**src/rtl/subtractor_sklansky_pipe.sv**
```systemverilog
// Two-stage pipelined unsigned subtractor, a - b - bin, on a Sklansky prefix carry network.
// The prefix levels are split across the two register stages with valid/ready backpressure.
module subtractor_sklansky_pipe #(
    parameter int WIDTH = 8
) (
    input  logic             clk,
    input  logic             rst_n,
    input  logic             in_valid,
    output logic             in_ready,
    input  logic [WIDTH-1:0] a,
    input  logic [WIDTH-1:0] b,
    input  logic             bin,
    output logic             out_valid,
    input  logic             out_ready,
    output logic [WIDTH-1:0] diff,
    output logic             borrow,
    output logic             eq
);
    localparam int LVLS    = $clog2(WIDTH);
    localparam int S1_LVLS = (LVLS + 1) / 2;

    logic                      c0;
    logic [WIDTH-1:0]          p_raw, g_raw;
    logic [LVLS:0][WIDTH-1:0]  g_net, p_net;
    logic [LVLS-1:0][WIDTH-1:0] g_src, p_src;
    logic [WIDTH-1:0]          g_fin;

    logic                      s1_valid, s1_c0;
    logic [WIDTH-1:0]          s1_g, s1_p, s1_praw;
    logic                      s1_load, s2_load;

    logic [WIDTH-1:0]          diff_nxt;
    logic                      unused_p;

    assign c0    = ~bin;
    assign p_raw = a ^ ~b;
    assign g_raw = a & ~b;

    // Carry-in is folded into bit 0, so every prefix G is the true carry into the next bit.
    assign g_net[0] = {g_raw[WIDTH-1:1], g_raw[0] | (p_raw[0] & c0)};
    assign p_net[0] = {p_raw[WIDTH-1:1], 1'b0};

    genvar l, i;
    generate
        for (l = 0; l < LVLS; l++) begin : g_lvl
            // The level right after the stage cut reads the stage-1 registers.
            if (l == S1_LVLS) begin : g_cut
                assign g_src[l] = s1_g;
                assign p_src[l] = s1_p;
            end else begin : g_thru
                assign g_src[l] = g_net[l];
                assign p_src[l] = p_net[l];
            end
            for (i = 0; i < WIDTH; i++) begin : g_bit
                if (((i >> l) & 1) == 1) begin : g_comb
                    localparam int J = ((i >> (l + 1)) << (l + 1)) + (1 << l) - 1;
                    assign g_net[l+1][i] = g_src[l][i] | (p_src[l][i] & g_src[l][J]);
                    assign p_net[l+1][i] = p_src[l][i] & p_src[l][J];
                end else begin : g_pass
                    assign g_net[l+1][i] = g_src[l][i];
                    assign p_net[l+1][i] = p_src[l][i];
                end
            end
        end
        if (S1_LVLS == LVLS) begin : g_fin_reg
            assign g_fin = s1_g;
        end else begin : g_fin_net
            assign g_fin = g_net[LVLS];
        end
    endgenerate

    // Final-level group propagates carry no information once G is known.
    assign unused_p = ^{p_net[LVLS], s1_p};

    assign s2_load  = s1_valid && (!out_valid || out_ready);
    assign in_ready = !s1_valid || !out_valid || out_ready;
    assign s1_load  = in_valid && in_ready;

    always_ff @(posedge clk or negedge rst_n) begin
        if (!rst_n) begin
            s1_valid <= 1'b0;
            s1_g     <= '0;
            s1_p     <= '0;
            s1_praw  <= '0;
            s1_c0    <= 1'b0;
        end else if (s1_load) begin
            s1_valid <= 1'b1;
            s1_g     <= g_net[S1_LVLS];
            s1_p     <= p_net[S1_LVLS];
            s1_praw  <= p_raw;
            s1_c0    <= c0;
        end else if (s2_load) begin
            s1_valid <= 1'b0;
        end
    end

    assign diff_nxt = s1_praw ^ {g_fin[WIDTH-2:0], s1_c0};

    always_ff @(posedge clk or negedge rst_n) begin
        if (!rst_n) begin
            out_valid <= 1'b0;
            diff      <= '0;
            borrow    <= 1'b0;
            eq        <= 1'b0;
        end else if (s2_load) begin
            out_valid <= 1'b1;
            diff      <= diff_nxt;
            borrow    <= ~g_fin[WIDTH-1];
            eq        <= ~|diff_nxt;
        end else if (out_ready) begin
            out_valid <= 1'b0;
        end
    end
endmodule

```
**config.mk**
```make
export PLATFORM = sky130hd
export DESIGN_NAME = subtractor_sklansky_pipe
export DESIGN_NICKNAME = d
export VERILOG_FILES = /design/src/rtl/subtractor_sklansky_pipe.sv
export SDC_FILE = /design/constraint.sdc
export NUM_CORES = 1
export LEC_CHECK = 0
export BUFFER_PORTS_ARGS = -buffer_cell sky130_fd_sc_hd__buf_2
export CORE_MARGIN = 8
export CORE_UTILIZATION = 50
export DETAILED_ROUTE_END_ITERATION = 10
export PLACE_DENSITY = 0.8
export SLEW_MARGIN = 15
export SYNTH_ARGS = -nofsm -noshare
export SYNTH_HDL_FRONTEND = slang
export SYNTH_SLANG_ARGS = --single-unit
```
**constraint.sdc**
```tcl
create_clock -name clk -period 1.75 [get_ports clk]
set_input_delay 0.0875 -clock clk [delete_from_list [all_inputs] [get_ports clk]]
set_output_delay 0.0875 -clock clk [all_outputs]
set_load 0.05 [all_outputs]
```
== Word-level counts from Yosys, hierarchy flattened ==
Index checks and enable logic that the tools add are counted.
Storage, ports and cells
  input bits: 21
  logic and storage cells: 61
  output and inout port bits: 12
  flip-flop bits (word level): 33
Cells by class
  bitwise gates (word level): 37
  reduce and logical (&&, ||, !) cells: 11
  multiplexer cells: 4
Operators with widths (number)
  1-bit bitwise AND: 18
  8-bit XOR: 2
  1-bit bitwise OR: 13
  8-bit bitwise AND: 1
  8-bit inverter: 1
  8-bit OR reduction: 1
  1-bit 2-to-1 mux: 4
  2-bit nonzero test: 2
  1-bit zero test: 3
  1-bit logical OR: 3
  1-bit logical AND: 2
  1-bit inverter: 2

== Longest topological paths before layout ==
  depth in word-level cells: 8
  gate-level depth with buffers: 6
  mapped depth without buffers: 6

== Least setup slack after synthesis ==
Ideal clock, no wire load.
  kind: register to register
  start point: register out_valid
  end point: register s1_g[0]
  data arrival time: 1597 ps
  data required time: 1625 ps
  period minus slack after synthesis: 1722 ps
  setup time: 125 ps
  path slack: 28 ps
  path buffers: 1
  stages on the path, launching flop included: 5
  cells stage by stage: dfrtp_1 nand3b_4 nand2_4 buf_8 mux2_4
Between the ends
  cells in the longest elaborated chain, start to end: 4
Ends and longest elaborated chain
  from (decl): line 13  | output logic out_valid,
  from (signal assigned): line 101  | out_valid <= 1'b0;
  from (signal assigned): line 106  | out_valid <= 1'b1;
  from (signal assigned): line 111  | out_valid <= 1'b0;
  1-bit zero test: line 76  | assign in_ready = !s1_valid || !out_valid || out_ready;
  1-bit logical OR (2 in series): line 76
  net in_ready: line 9  | output logic in_ready,
  1-bit logical AND: line 77  | assign s1_load = in_valid && in_ready;
  to (signal assigned): line 88  | s1_g <= g_net[S1_LVLS];
  to (decl): line 29  | logic [WIDTH-1:0] s1_g, s1_p, s1_praw;
The timed path passes the listed nets, and every way through them passes these cells.
A chain may end at the register's enable or synchronous reset.

== Worst setup path in the final report ==
  start point: register s1_g[3]
  end point: register eq
Between the ends
  cells in the longest elaborated chain, start to end: 5
  elaborated cells on any way between the ends: 9
  those cells by class: 7 x bitwise; 2 x reduce/logical
Ends and longest elaborated chain
  1-bit bitwise AND: line 57  | assign g_net[l+1][i] = g_src[l][i] | (p_src[l][i] & g_src[l][J]);
  1-bit bitwise OR: line 57
  8-bit XOR (*): line 97  | assign diff_nxt = s1_praw ^ {g_fin[WIDTH-2:0], s1_c0};
  8-bit OR reduction (*): line 109  | eq <= ~|diff_nxt;
  1-bit zero test (*): line 109
  to (signal assigned): line 109
  to (decl): line 17  | output logic eq
Every way passes the cells marked *; elsewhere a longest branch is shown, timed or not.

==> summary.md <==
| Metric | Value |
|---|---|
| Status | complete, no violations |
| Pin count of the biggest net entering global routing | 33 |
| Fmax | 698.0 MHz |
| DP Wirelength | 2165 um |
| Final worst path period share | 81.87% |
| Post-DR vias/cell | 5.243 |
| Max Cap Viol | 0 |
| Critical path startpoint category | flip-flop |
| Skew final | 0.003269 ns |
| Gr ovfl total | 0 |
| Pleak | 0.9263 nW |
| Reg2reg start | s1_g[3] |
| Die Wd | 71.62 um |
| Std-Cell Core Area | 3003 um^2 |
| Post-Syn Area | 1546 um^2 |
| Port bufs | 32 |
| Initial Utilization | 51.50% |
| WP data required | 2.02 ns |
| Layout cells sized above 1 | 34.91% |
| Final Max Tran Viols | 0 |
| Post-CTS repair timing setup buffer count | 0 |
| Final setup fails | 0 |
| #FFs+latches synth | 32 |
| Final WS setup | 0.3173 ns |
| Reg2reg end | eq |
| RSZ-0062 raised after global routing | false |
| Final WL | 2710 um |
| Worst Setup End Kind | flip-flop |
| Hold depth | 3 |
| Worst slew margin | 56.00% |
| Hold WC Path Type | in -> reg |
| Yosys top cell by area | dfrtp_1 |
| HP Start | out_ready |
| Fill cells | 261 |
| Post-layout util | 60.25% |
| Clock Path Buffers | 2 |
| Root Buffer | clkbuf_4 |
| Worst Max-Slew Pin Slew | 0.6600 ns |
| Final Hold Viols | 0 |
| Seq/Total Area, Yosys | 51.78% |
| Flop2flop setup slack | 0.32 ns |
| CP startpoint | s1_g[3] |
| CP arrival | 1.70 ns |
| Setup TNS | 0 ns |
| Worst slack, placed | 0.3426 ns |
| First-pass GRT wire length | 4747 um |
| Syn_area_per_cell | 11.99 um^2 |
| Ant diodes | 0 |
| GRT Resource Usage Total | 11.51% |
| Worst vdd ir | 0.5007 mV |
| Most numerous cell in the Yosys netlist | dfrtp_1 |
| # IOs | 33 |
| Final instance area | 1809 um^2 |
| Most used DFF post-synth | dfrtp_1 |
| Clock transition at path regs | 0.09 ns |
| Synth Instances | 129 |
| Synth area leaders | dfrtp_1, ha_1, mux2_2, mux2_4, o21ai_0 |
| Area occupied by multi-input gates | 684.4 um^2 |
| Vias after detailed routing | 1059 |
| Min-Delay Endpoint | out_valid |
| Worst reg-to-reg path cell count | 5 |
| Critical Path Fanout Max | 5 |
| Post-synth cell types | 31 |
| Initial antenna violation count | 0 |
| Max H-tree Level | 2 |
| Area grow syn2layout | 16.99% |
| Nets | 198 |
| Post-synth top cells | dfrtp_1, nand2_1, o21ai_0 |
| DRC violations left | 0 |
| Antenna Nets Post-Route | 0 |
| Overall power | 2.228 mW |
| Synth async-reset ratio | 100.0% |
| Share of the synthesized area in the top cell type | 51.78% |
| Avg WL per Cell | 13.42 um |
| TritonCTS buffer count | 5 |
| Warning count from the yosys run | 0 |
| Post-Syn Nets | 159 |
| DRT Pass-1 Iters | 2 |
| Final worst path period need | 1.433 ns |
| Initial DRC Count | 69 |
| Reg area | 800.8 um^2 |
| WS Path Type | reg -> reg |
| Die height | 71.62 um |
| Die ar. | 5129 um^2 |
| EDFF count, synth | 0 |
| FP Rows | 20 |
| TritonCTS clock tree | built |
| Vias in the first global route | 1099 |
| Worst skew pair latency | 0.33 ns |
| Gpl congestion | 0.7611 |
| Placed instance area | 1720 um^2 |
| Pwr dens | 1231 nW/um^2 |
| Clk sinks | 32 |
==> metal layers <==
| layer | routed length [um] | global-route usage (%) | up-vias |
|---|---|---|---|
| li1 | - | - | 522 |
| met1 | 1175 | 12.57 | 514 |
| met2 | 1350 | 19.33 | 19 |
| met3 | 142 | 4.184 | 4 |
| met4 | 41 | 5.442 | 0 |
| met5 | 0 | 0 | - |
==> registers in the layout (all words and copies together) (netlist names) <==
register and cells:
diff 8, s1_g 8, s1_praw 8, s1_p 3, borrow 1, eq 1, out_valid 1, s1_c0 1
s1_valid 1
==> kinds of logic (layout without fill, tap and decap cells) <==
family / count (synthesis) / after routing / share of synthesized area (%)
adder cells (fa/ha/maj): 9 / 9 / 7.282
XOR/XNOR: 7 / 7 / 3.964
multiplexers: 15 / 15 / 12.14
AND/OR/NAND/NOR: 28 / 28 / 10.76
buffers and inverters: 12 / 52 / 3.964
flip-flops: 32 / 32 / 51.78
AO/OA/AOI/OAI: 26 / 26 / 10.11
==> final cells by class <==
type,count,area share (%)
repair buffers,35,10.51
well taps,33,2.282
multi-input cells,85,37.83
flip-flops and latches,32,44.26
inverters,9,1.867
clock buffers,8,3.250
==> layout by cell type, fill, tap and decap left out <==
| master | n |
|---|---|
| dfrtp_1 | 32 |
| buf_2 | 32 |
| nand2_1 | 13 |
| o21ai_0 | 11 |
| mux2_2 | 10 |
| inv_1 | 9 |
| ha_1 | 9 |
| a21oi_1 | 6 |
| xnor2_1 | 5 |
| mux2_4 | 5 |
| clkbuf_4 | 5 |
| a21o_1 | 4 |
| nand2b_1 | 3 |
| dlygate4sd3_1 | 3 |
| xor2_1 | 2 |
| nor2_1 | 2 |
| clkbuf_1 | 2 |
| nand3b_4 | 1 |
| nand2b_2 | 1 |
| nand2_2 | 1 |
| nand2_4 | 1 |
| nor2b_1 | 1 |
| o211ai_1 | 1 |
| a21boi_0 | 1 |
| o31a_1 | 1 |
| or2_2 | 1 |
| a211oi_1 | 1 |
| nor4b_2 | 1 |
| and2_0 | 1 |
| a41o_1 | 1 |
| nand4_1 | 1 |
| nand3_1 | 1 |
| clkbuf_8 | 1 |
==> what timing repair did <==
action | 4_1_cts | 5_1_grt
hold endpoints to repair | 34 | 0
hold buffers | 3 | 0
resized for setup | 0 | 0
endpoints found under the setup margin | 0 | 0
==> stage by stage <==
| step | cells | hold slack [ns] |
|---|---|---|
| 2_1_floorplan | 129 | -0.2081 |
| 3_3_place_gp | 191 | 0.1612 |
| 3_5_place_dp | 191 | 0.1669 |
| 4_1_cts | 202 | 0.03590 |
| 5_1_grt | 202 | 0.04494 |
| 6_report | 202 | 0.04834 |
==> report_power, final <==
| part | internal, mW | switching, mW | leakage (nW) |
|---|---|---|---|
| Clock | 0.198 | 0.232 | 0.0326 |
| Combinational | 0.275 | 0.525 | 0.506 |
| Sequential | 0.900 | 0.0971 | 0.388 |
==> worst max-delay path, cell delays in order (launching register included) <==
cell	delay (ns)
dfrtp_1	0.44
ha_1	0.21
nor2_1	0.12
xor2_1	0.18
nor4b_2	0.24
a41o_1	0.19
==> worst max-delay path by stage <==
stage,to
finish,eq
CTS,eq
detailed placement,eq
floorplan,s1_g[0]
global route,eq
global placement,eq
Power figures use the tool's default switching activity.
